`config.mk`:
```
export PLATFORM = sky130hd
export DESIGN_NAME = arith_lut_sched
export DESIGN_NICKNAME = d
export VERILOG_FILES = /design/src/rtl/arith_lut_sched.sv
export SDC_FILE = /design/constraint.sdc
export NUM_CORES = 1
export LEC_CHECK = 0
export ABC_AREA = 1
export BUFFER_PORTS_ARGS = -buffer_cell sky130_fd_sc_hd__buf_2
export CORE_AREA = 2 2 119 179
export DETAILED_ROUTE_END_ITERATION = 10
export DIE_AREA = 0 0 121 181
export GPL_ROUTABILITY_DRIVEN = 0
export PLACE_DENSITY = 0.9
export SLEW_MARGIN = 40
export SYNTH_ARGS = -nofsm -noshare
export SYNTH_HDL_FRONTEND = slang
export SYNTH_SLANG_ARGS = --single-unit
export TNS_END_PERCENT = 50
```
`constraint.sdc`:
```
create_clock -name clk -period 10.9 [get_ports clk]
set_clock_uncertainty 0.15 [all_clocks]
set_input_delay 1.635 -clock clk [delete_from_list [all_inputs] [get_ports clk]]
set_output_delay 1.635 -clock clk [all_outputs]
set_load 0.05 [all_outputs]
```
`src/rtl/arith_lut_sched.sv`:
```
// arith_lut_sched
// ----------------
// Sequences one AV1 symbol range update. For each accepted symbol it fetches
// the two EC_MIN_PROB correction terms from a shared combinational u-term LUT
// (through a req/gnt handshake), then computes u, v, the new range and the
// increment to add to low.
//
// Ports:
//   clk, reset            clock, synchronous active-high reset
//   in_valid / in_ready   symbol request handshake (in_ready only in IDLE)
//   in_rng, in_fl, in_fh  current range and inverse-CDF bounds (Q15, top=32768)
//   in_s, in_n            symbol index and last-symbol index N
//   lut_req / lut_gnt     LUT access handshake; lut_q valid in the grant cycle
//   lut_addr, lut_q       LUT address {N, idx} and returned term
//   out_valid / out_ready result handshake; results held until accepted
//   out_rng, out_low_add  new range and low increment
//   out_err               request had s > N
//   stall_cnt             LUT grant-stall counter
//
// Build option: define ARITH_LUT_SCHED_STATS_EN to build the saturating
// grant-stall counter; otherwise stall_cnt is tied to zero.
module arith_lut_sched #(
    parameter int RANGE_WIDTH    = 16,
    parameter int CDF_WIDTH      = 16,
    parameter int SYM_WIDTH      = 4,
    parameter int LUT_ADDR_WIDTH = 8,
    parameter int LUT_DATA_WIDTH = 16
) (
    input  logic                      clk,
    input  logic                      reset,
    input  logic                      in_valid,
    output logic                      in_ready,
    input  logic [RANGE_WIDTH-1:0]    in_rng,
    input  logic [CDF_WIDTH-1:0]      in_fl,
    input  logic [CDF_WIDTH-1:0]      in_fh,
    input  logic [SYM_WIDTH-1:0]      in_s,
    input  logic [SYM_WIDTH-1:0]      in_n,
    output logic                      lut_req,
    input  logic                      lut_gnt,
    output logic [LUT_ADDR_WIDTH-1:0] lut_addr,
    input  logic [LUT_DATA_WIDTH-1:0] lut_q,
    output logic                      out_valid,
    input  logic                      out_ready,
    output logic [RANGE_WIDTH-1:0]    out_rng,
    output logic [RANGE_WIDTH-1:0]    out_low_add,
    output logic                      out_err,
    output logic [15:0]               stall_cnt
);

    typedef enum logic [2:0] {IDLE, LOOK_U, LOOK_V, CALC, DONE} state_t;

    // fl equal to the CDF top (32768 for Q15) marks the first symbol: no u.
    localparam logic [CDF_WIDTH-1:0] CDF_TOP = {1'b1, {(CDF_WIDTH-1){1'b0}}};

    state_t                    state_q, state_d;
    logic [RANGE_WIDTH-1:0]    rng_q, rng_d;
    logic [CDF_WIDTH-1:0]      fl_q, fl_d, fh_q, fh_d;
    logic [SYM_WIDTH-1:0]      s_q, s_d, n_q, n_d;
    logic [LUT_DATA_WIDTH-1:0] u_term_q, u_term_d, v_term_q, v_term_d;
    logic                      lut_req_q, lut_req_d;
    logic [LUT_ADDR_WIDTH-1:0] lut_addr_q, lut_addr_d;
    logic                      in_ready_q, in_ready_d;
    logic                      out_valid_q, out_valid_d;
    logic [RANGE_WIDTH-1:0]    out_rng_q, out_rng_d, out_low_add_q, out_low_add_d;
    logic                      out_err_q, out_err_d;
    logic [31:0]               u_s, v_s;

    // Next-state, datapath and registered-output decode.
    always_comb begin
        state_d       = state_q;
        rng_d         = rng_q;
        fl_d          = fl_q;
        fh_d          = fh_q;
        s_d           = s_q;
        n_d           = n_q;
        u_term_d      = u_term_q;
        v_term_d      = v_term_q;
        out_rng_d     = out_rng_q;
        out_low_add_d = out_low_add_q;
        out_err_d     = out_err_q;
        lut_req_d     = 1'b0;
        lut_addr_d    = '0;

        // The 8x10 products fit comfortably; 32 bits keeps the sums exact.
        u_s = ((32'(rng_q >> 8) * 32'(fl_q >> 6)) >> 1) + 32'(u_term_q);
        v_s = ((32'(rng_q >> 8) * 32'(fh_q >> 6)) >> 1) + 32'(v_term_q);

        case (state_q)
            IDLE: begin
                if (in_valid) begin
                    rng_d   = in_rng;
                    fl_d    = in_fl;
                    fh_d    = in_fh;
                    s_d     = in_s;
                    n_d     = in_n;
                    state_d = LOOK_U;
                end else begin
                    state_d = IDLE;
                end
            end
            LOOK_U: begin
                if ((fl_q < CDF_TOP) && (s_q <= n_q)) begin
                    if (lut_gnt) begin
                        u_term_d = lut_q;
                        state_d  = LOOK_V;
                    end else begin
                        state_d  = LOOK_U;
                    end
                end else begin
                    u_term_d = '0;
                    state_d  = LOOK_V;
                end
            end
            LOOK_V: begin
                if (s_q < n_q) begin
                    if (lut_gnt) begin
                        v_term_d = lut_q;
                        state_d  = CALC;
                    end else begin
                        state_d  = LOOK_V;
                    end
                end else begin
                    v_term_d = '0;
                    state_d  = CALC;
                end
            end
            CALC: begin
                if (s_q > n_q) begin
                    out_err_d     = 1'b1;
                    out_rng_d     = rng_q;
                    out_low_add_d = '0;
                end else if (fl_q < CDF_TOP) begin
                    out_err_d     = 1'b0;
                    out_low_add_d = RANGE_WIDTH'(32'(rng_q) - u_s);
                    out_rng_d     = RANGE_WIDTH'(u_s - v_s);
                end else begin
                    out_err_d     = 1'b0;
                    out_low_add_d = '0;
                    out_rng_d     = RANGE_WIDTH'(32'(rng_q) - v_s);
                end
                state_d = DONE;
            end
            DONE: begin
                if (out_ready) begin
                    state_d = IDLE;
                end else begin
                    state_d = DONE;
                end
            end
            default: begin
                state_d = IDLE;
            end
        endcase

        // Request/address are decoded from the next state so they leave a flop;
        // a stalled lookup naturally re-decodes to the same request.
        if ((state_d == LOOK_U) && (fl_d < CDF_TOP) && (s_d <= n_d)) begin
            lut_req_d  = 1'b1;
            lut_addr_d = LUT_ADDR_WIDTH'({n_d, s_d});
        end else if ((state_d == LOOK_V) && (s_d < n_d)) begin
            // s < N here, so s+1 cannot wrap the index field.
            lut_req_d  = 1'b1;
            lut_addr_d = LUT_ADDR_WIDTH'({n_d, SYM_WIDTH'(s_d + SYM_WIDTH'(1))});
        end else begin
            lut_req_d  = 1'b0;
            lut_addr_d = '0;
        end

        in_ready_d  = (state_d == IDLE);
        out_valid_d = (state_d == DONE);
    end

    // State and datapath registers with synchronous reset.
    always_ff @(posedge clk) begin
        if (reset) begin
            state_q       <= IDLE;
            rng_q         <= '0;
            fl_q          <= '0;
            fh_q          <= '0;
            s_q           <= '0;
            n_q           <= '0;
            u_term_q      <= '0;
            v_term_q      <= '0;
            lut_req_q     <= 1'b0;
            lut_addr_q    <= '0;
            in_ready_q    <= 1'b1;
            out_valid_q   <= 1'b0;
            out_rng_q     <= '0;
            out_low_add_q <= '0;
            out_err_q     <= 1'b0;
        end else begin
            state_q       <= state_d;
            rng_q         <= rng_d;
            fl_q          <= fl_d;
            fh_q          <= fh_d;
            s_q           <= s_d;
            n_q           <= n_d;
            u_term_q      <= u_term_d;
            v_term_q      <= v_term_d;
            lut_req_q     <= lut_req_d;
            lut_addr_q    <= lut_addr_d;
            in_ready_q    <= in_ready_d;
            out_valid_q   <= out_valid_d;
            out_rng_q     <= out_rng_d;
            out_low_add_q <= out_low_add_d;
            out_err_q     <= out_err_d;
        end
    end

    assign in_ready    = in_ready_q;
    assign lut_req     = lut_req_q;
    assign lut_addr    = lut_addr_q;
    assign out_valid   = out_valid_q;
    assign out_rng     = out_rng_q;
    assign out_low_add = out_low_add_q;
    assign out_err     = out_err_q;

`ifdef ARITH_LUT_SCHED_STATS_EN
    logic [15:0] stall_cnt_q, stall_cnt_d;

    // Saturating count of cycles where the LUT request waited for a grant.
    always_comb begin
        if (lut_req_q && !lut_gnt && (stall_cnt_q != 16'hFFFF)) begin
            stall_cnt_d = stall_cnt_q + 16'd1;
        end else begin
            stall_cnt_d = stall_cnt_q;
        end
    end

    // Stall counter register, cleared only by reset.
    always_ff @(posedge clk) begin
        if (reset) begin
            stall_cnt_q <= 16'd0;
        end else begin
            stall_cnt_q <= stall_cnt_d;
        end
    end

    assign stall_cnt = stall_cnt_q;
`else
    assign stall_cnt = 16'd0;
`endif

endmodule

```
# Yosys cells after proc, flatten, opt, wreduce, memory -nomap -nowiden
# Index checks and enable logic that the tools add are counted.
# classes
n_eq_ne	9
n_addsub	6
mul	2
magnitude_cmp	7
reduce_logical	9
mux	25
# op_table
cell	count
two-way mux 16 bit	9
subtractor 16 bit	3
multiplier 8 x 10 -> 17 bit	2
adder 16 bit	2
less-than comparator 16 bit (second input constant)	2
two-way mux 4 bit	4
two-way mux 8 bit	2
one-hot mux 3 bit (5 select lines)	1
equality test 3 x 2 -> 1 bit (second input constant)	3
two-way mux 3 bit	3
<= comparator 4 bit	2
less-than comparator 4 bit	2
equality test 3 x 1 -> 1 bit (second input constant)	2
equality test 3 bit (second input constant)	2
zero test 3 bit	2
AND reduction 2 bit	3
two-way mux 1 bit	5
adder 4 x 1 -> 4 bit (second input constant)	1
> comparator 4 bit	1
logical AND 1 bit	4
!= test 2 bit (second input constant)	2
two-way mux 2 bit	1
# totals
output_inout_bits	60
in_bits	77
ff_bits	135

# Longest topological paths before layout
# Gate-level depths: netlist of the first run.
# depth
word_depth	8
mapped_depth	38
mapped_depth_nobuf	37

# Least setup slack after synthesis of the first run
# Ideal clock, no wire load.
# synth_path
path_kind	flip-flop to flip-flop
start	reg rng_q[15]
end	reg out_rng_q[15], in the netlist out_rng[15]
t_required_ns	10.618
setup_slack_ns	4.430
t_arrival_ns	6.187
setup_time_ns	0.132
n_path_buf	2
path_stages_with_launch	36
cell_sequence	dfxtp_1 -> clkbuf_1 -> buf_1 -> nand2_1 -> fa_1 -> fa_1 -> inv_1 -> fa_1 -> inv_1 -> fa_1 -> inv_1 -> ha_1 -> nand2_1 -> inv_1 -> nand2_1 -> nand3_1 -> xor2_1 -> ha_1 -> nand2_1 -> nor3_1 -> a21oi_1 -> o21ai_0 -> xnor2_1 -> o21ai_0 -> ha_1 -> inv_1 -> nor3_1 -> nand3_1 -> nand4_1 -> nand3_1 -> nor2_1 -> nor2_1 -> inv_1 -> nand2_1 -> nand3_1 -> a21oi_1
# synth_via
elab_chain_cells	5
# synth_rtl
item	line_no	text
from (decl)	56	logic [RANGE_WIDTH-1:0] rng_q, rng_d;
from (signal assigned)	193	rng_q <= rng_d;
multiplier 8 x 10 -> 17 bit, on equally long branches	86, 85	
adder 16 bit, on equally long branches	86, 85	
subtractor 16 bit, on equally long branches	139, 135	
two-way mux 16 bit	132	end else if (fl_q < CDF_TOP) begin
two-way mux 16 bit (*)	128	if (s_q > n_q) begin
to (signal assigned)	204	out_rng_q <= out_rng_d;
to (decl)	64	logic [RANGE_WIDTH-1:0] out_rng_q, out_rng_d, out_low_add_q, out_low_add_d;
# Mark *: on every way between the ends. The rest lies on a longest branch, timed or not.
# A chain may end at the register's enable or synchronous reset.

# Final worst setup path of the first run
# layout_path
start	reg rng_q[10]
end	reg out_rng_q[15], in the netlist out_rng[15]
# layout_via
elab_chain_cells	5
# layout_rtl
item	line_no
multiplier 8 x 10 -> 17 bit, on equally long branches	86, 85
adder 16 bit, on equally long branches	86, 85
subtractor 16 bit, on equally long branches	139, 135
two-way mux 16 bit (*)	132
two-way mux 16 bit (*)	128
# Marked as above.

==> results of run 1 <==
==> kinds of logic (layout without fill, tap and decap cells) <==
| family | Yosys count | in the layout | share of synthesized area [%] |
|---|---|---|---|
| buf+inv | 474 | 535 | 14.3 |
| xor+xnor | 54 | 54 | 3.63 |
| other cells | 1 | 16 | 0.0288 |
| flops | 123 | 123 | 18.9 |
| fa+ha+maj | 238 | 238 | 28.5 |
| simple gates | 692 | 692 | 22.0 |
| compound gates | 300 | 300 | 12.7 |
==> layer usage <==
| layer | vias to the layer above | share of wire (%) |
|---|---|---|
| li1 | 5939 | - |
| met1 | 5812 | 36 |
| met2 | 768 | 47 |
| met3 | 207 | 8.8 |
| met4 | 4 | 7.8 |
| met5 | - | 0.084 |
==> worst max path at each step <==
stage / from / endpoint / cells after the start
2_1_floorplan: rng_q[15]$_SDFFE_PP0P_ / out_rng[15]$_SDFFE_PP0N_ / 35
3_3_place_gp: rng_q[10]$_SDFFE_PP0P_ / out_rng[15]$_SDFFE_PP0N_ / 34
3_5_place_dp: rng_q[10]$_SDFFE_PP0P_ / out_rng[15]$_SDFFE_PP0N_ / 34
4_1_cts: rng_q[10]$_SDFFE_PP0P_ / out_rng[15]$_SDFFE_PP0N_ / 34
5_1_grt: rng_q[10]$_SDFFE_PP0P_ / out_rng[15]$_SDFFE_PP0N_ / 34
6_report: rng_q[10]$_SDFFE_PP0P_ / out_rng[15]$_SDFFE_PP0N_ / 36
==> worst register-to-register path: cells and delay by family, from the launching register on <==
| kind | cells | cell delay, ns |
|---|---|---|
| AO/OA/AOI/OAI | 4 | 0.67 |
| XOR/XNOR | 2 | 0.60 |
| adder cells (fa/ha/maj) | 7 | 3.15 |
| buffers and inverters | 8 | 0.73 |
| flip-flops | 1 | 0.32 |
| AND/OR/NAND/NOR | 15 | 1.65 |
==> layout make-up <==
| cell class | instances | area (um^2) | share of cell area, % |
|---|---|---|---|
| inverters | 384 | 1450 | 10.2 |
| well taps | 264 | 330 | 2.32 |
| clock buffers | 18 | 429 | 3.01 |
| clock inverters | 14 | 186 | 1.31 |
| flip-flops and latches | 123 | 2460 | 17.3 |
| multi-input cells | 1300 | 8770 | 61.5 |
| repair buffers | 119 | 627 | 4.40 |
==> synth_stat cells (all sizes together) (10+ instances only) <==
cell	count
inv	382
xor2	33
buf	27
or2	11
o21bai	10
a21oi	141
clkbuf	63
a31oi	18
fa	98
xnor2	21
o21ai	97
nand2	443
nor2	124
nand3	87
dfxtp	123
nor3	14
ha	140
==> through the flow <==
| stage | total power, mW | setup WS, ns | hold WS, ns | area, um^2 |
|---|---|---|---|---|
| floorplan | 1.75 | 4.43 | 0.299 | 13100 |
| global placement | 2.05 | 3.79 | 0.302 | 13600 |
| detailed placement | 2.10 | 3.65 | 0.303 | 13600 |
| CTS | 2.74 | 3.59 | 0.314 | 14200 |
| global route | 2.98 | 3.00 | 0.333 | 14300 |
| finish | 2.79 | 3.47 | 0.311 | 14300 |
==> report_power, final <==
part | switching [mW] | internal (mW) | total (mW)
logic | 1.08 | 0.535 | 1.62
clock network | 0.242 | 0.365 | 0.607
registers | 0.0605 | 0.500 | 0.561
==> flip-flops by register name, summed over array words and instances (netlist names) <==
name / flops
out_rng: 16
lut_addr: 8
fl_q: 10
out_err: 1
in_ready: 1
fh_q: 10
v_term_q: 16
rng_q: 16
state_q: 3
out_valid: 1
u_term_q: 16
s_q: 4
out_low_add: 16
n_q: 4
lut_req: 1
==> results.toml, run 1 <==
[yosys]
yosys_warnings = 0
synthArstFlopShare_pct = 0
synthFlopType = "dfxtp_1"
avgSynthCellArea_um2 = 6.93
netlist_instances = 1882
ys_seq_area_share_pct = 18.9
synth_area_leaders = "dfxtp_1 19%, fa_1 15%, ha_1 13%, nand2_1 13%, inv_1 11%"
ys_ff_latch = 123
synth_cell_type_count = 47
synth_top_area_share_pct = 18.9
synthesis.area_um2 = 13000
synth_top_cell_by_area = "dfxtp_1"
synth-edff-count = 0

[grt]
grt_pass1_vias = 12800
grt_max_degree = 79
grtUsageMet3_pct = 5.62
grt_pass1_wl_um = 59300
grtUsageTotal_pct = 34.1
grt.met2_usage_pct = 57.3
grt.busiest_layer = "met2"
grt_util_met1_pct = 38.5
overflow = 0
grt_antenna_before_repair = 2

[drt]
drcViolationCount = 0
wl_per_cell_um = 16.5
wl_um = 36700
vias = 12700
first_pass_iters = 8
drt_iter0_markers = 1365
drt-vias-per-instance = 5.73
ant_nets = 0

[run_status]
status = "completed"

[min_path]
hold_depth = 2
hp-start = "out_low_add[6]$_SDFFE_PP0N_"
hold_class = "reg -> reg"
whs_endpoint = "out_low_add[6]$_SDFFE_PP0N_"

[sta]
setup_violations = 0
slew_viol_final = 0
fmax_mhz = 135
slew_headroom_pct = 44.0
hold_viol = 0
rsz0062_at_grt = "false"
setup_tns_ns = 0
tightest_slew_ns = 0.836
period_share_pct = 68.1
min_period_ns = 7.43

[cts]
clk_latency_ns = 0.44
cts_buffers = 17
ctsResizeCount = 0
clockRootBuffer = "clkbuf_16"
clock-sinks = 123
cts_tree = "yes"
h-tree-depth = 4
cts_setup_buffers = 0
cts.clk_slew.worst_paths_ns = 0.07
clockBufferDepth = 2
holdBufCountCts = 0

[floorplan]
pin_count = 137
coreArea_um2 = 20300
die_y_um = 181
rows = 64
dieArea_um2 = 21900
die-width_um = 121
floorplan.initialDensity_pct = 64.3

[critical_path]
path_delay_family = "adder cells"
crit_type = "reg -> reg"
crit_path_end_kind = "register"
max_stage_delay_ns = 0.55
r2r-end = "out_rng[15]$_SDFFE_PP0N_"
worst_ep_arrival_time_ns = 7.57
critical_path.max_fanout = 23
rr_worst_depth = 36
cp_slowest_cell = "fa_1"
r2r_setup_slack_ns = 3.47
worstSetupStartpointType = "register"
worst-path-buf-inv = 8
rr_startpoint = "rng_q[10]$_SDFFE_PP0P_"
crit_required_ns = 11.04

[final_layout]
post_route_cells_drive_above_1_share_pct = 9.35
utilization_pct = 70.3
layout_commonest_cell = "nand2_1"
nets = 2260
final_cells = 2222
nFillCells = 1477
area_growth_pct = 9.32
n_antenna_cell = 0
layout.cells.most_common_list = "438 x nand2_1, 379 x inv_1, 141 x a21oi_1, 140 x ha_1, 123 x dfxtp_1"

[placed_design]
dpl.cell_count = 2190
post-dp-hpwl_um = 27000
port_buffers = 108

[power_and_ir_drop]
powerDensity_nw_per_um2 = 196
irDropWorstVdd_v = 0.000187
p_leak_nw = 8.16

[run]
cap_violations = 0
No activity file was read; power rests on OpenSTA's default activity.
==> run 2, diff against run 1 <==
Settings changed: CORE_AREA 2 2 119 179 to 2 2 129 194, DIE_AREA 0 0 121 181 to 0 0 131 196, PLACE_DENSITY 0.9 to 0.81.
Clock period 10.9 ns to 6 ns, I/O delays scaled along.
==> results.toml, run 2 (same netlist as run 1, synthesis figures left out) <==
[run_status]
status = "complete, but fails checks"
violations = "negative setup slack"

[critical_path]
crit_type = "reg -> reg"
max_stage_delay_ns = 0.56
worst_ep_arrival_time_ns = 6.78
r2r_setup_slack_ns = -0.63
path_delay_family = "adder cells"
cp_slowest_cell = "fa_1"
crit_required_ns = 6.15
crit_path_end_kind = "register"
worstSetupStartpointType = "register"
cp_common_cell = "fa_1"
critical_path.max_fanout = 8
worst-path-buf-inv = 8

[power_and_ir_drop]
p_leak_nw = 9.53
p_total_mw = 6.88
irDropWorstVdd_v = 0.000291
powerDensity_nw_per_um2 = 396

[sta]
whs_ns = 0.312
setup_slack_ns = -0.628
tightest_slew_ns = 0.814
setup_tns_ns = -5.92
fmax_mhz = 151
slew_headroom_pct = 45.6
period_share_pct = 110
min_period_ns = 6.63
rsz0062_at_grt = "true"
slew_viol_final = 0
setup_violations = 14
hold_viol = 0

[grt]
overflow = 0
grt_antenna_before_repair = 2
grt_max_degree = 79
grt_pass1_vias = 13900
grt_pass1_wl_um = 67100
grtUsageTotal_pct = 33.2

[placed_design]
port_buffers = 108
dp_slack_ns = -0.544
dpl.cell_count = 2443
post-dp-hpwl_um = 30300
dpl_cell_area_um2 = 15200

[final_layout]
nFillCells = 1553
final_cells = 2515
final_area_um2 = 17400
layout.cells.most_common_list = "401 x nand2_1, 357 x inv_1, 219 x buf_4, 112 x dfxtp_1, 111 x ha_1"
post_route_cells_drive_above_1_share_pct = 28.6
area_growth_pct = 33.4
multi_input_area_um2 = 9980
layout_commonest_cell = "nand2_1"
seq_area_um2 = 2490
utilization_pct = 72.2
nets = 2491

[cts]
clk_latency_ns = 0.44
clockRootBuffer = "clkbuf_16"
cts.clk_slew.worst_paths_ns = 0.07
h-tree-depth = 4
cts_buffers = 17
clock-sinks = 123
holdBufCountCts = 0
cts_tree = "yes"
clockBufferDepth = 2

[drt]
ant_nets = 0
wl_um = 47500
drt-vias-per-instance = 5.70
drcViolationCount = 0
drt_iter0_markers = 1552
wl_per_cell_um = 18.9
vias = 14300
first_pass_iters = 6

[floorplan]
rows = 70
floorplan.initialDensity_pct = 54.1
die-width_um = 131
pin_count = 137
coreArea_um2 = 24100
die_y_um = 196
dieArea_um2 = 25700

[min_path]
hold_class = "reg -> reg"

[run]
cap_violations = 0
==> run 2: cell types whose count changed in the layout (fill, tap and decap cells not counted), sizes merged <==
cell,change
bufinv,-2
clkbuf,-1
buf,+231
diode,+2
inv,+4
clkinvlp,-1
==> run 2: worst paths after layout <==
kind              cells past startpoint                      endpoint                   startpoint
setup / recovery                     32  out_low_add[15]$_SDFFE_PP0N_       rng_q[10]$_SDFFE_PP0P_
hold / removal                        2   out_low_add[8]$_SDFFE_PP0N_  out_low_add[8]$_SDFFE_PP0N_
setup reg to reg                     32  out_low_add[15]$_SDFFE_PP0N_       rng_q[10]$_SDFFE_PP0P_
hold reg to reg                       2   out_low_add[8]$_SDFFE_PP0N_  out_low_add[8]$_SDFFE_PP0N_
==> run 2: tightest hold or removal path: stages, from the launching register on <==
cell     delay, ns
dfxtp_1       0.31
nand2_1       0.06
a21oi_1       0.05
==> run 2: area by class of cell <==
type	count	share of cell area [%]
timing repair buffer	350	14.2
tap	324	2.33
antenna	2	0.0288
clock inverter	15	1.00
inverter	384	8.36
sequential	123	14.3
multi-input combinational	1300	57.3
clock buffer	17	2.45
==> run 2: metal layers <==
metal	global-route usage, %	up-vias	wire length, um
met1	37.5	6576	15900
met3	6.44	374	4410
li1	-	6406	-
met5	0	-	0
met2	57.0	985	22600
met4	20.1	0	4590
==> run 2: power by group <==
group	leakage, nW	switching [mW]	internal, mW
Combinational	8.23	2.76	2.04
Sequential	1.01	0.0899	0.912
Clock	0.291	0.489	0.594
Total	9.53	3.34	3.55
==> run 2: repair_timing <==
item	in CTS	in global routing
pin swaps	60	97
resized for setup	132	163
endpoints found under the hold margin	0	0
gates cloned	0	0
setup endpoints to repair	17	22
buffers inserted	22	20
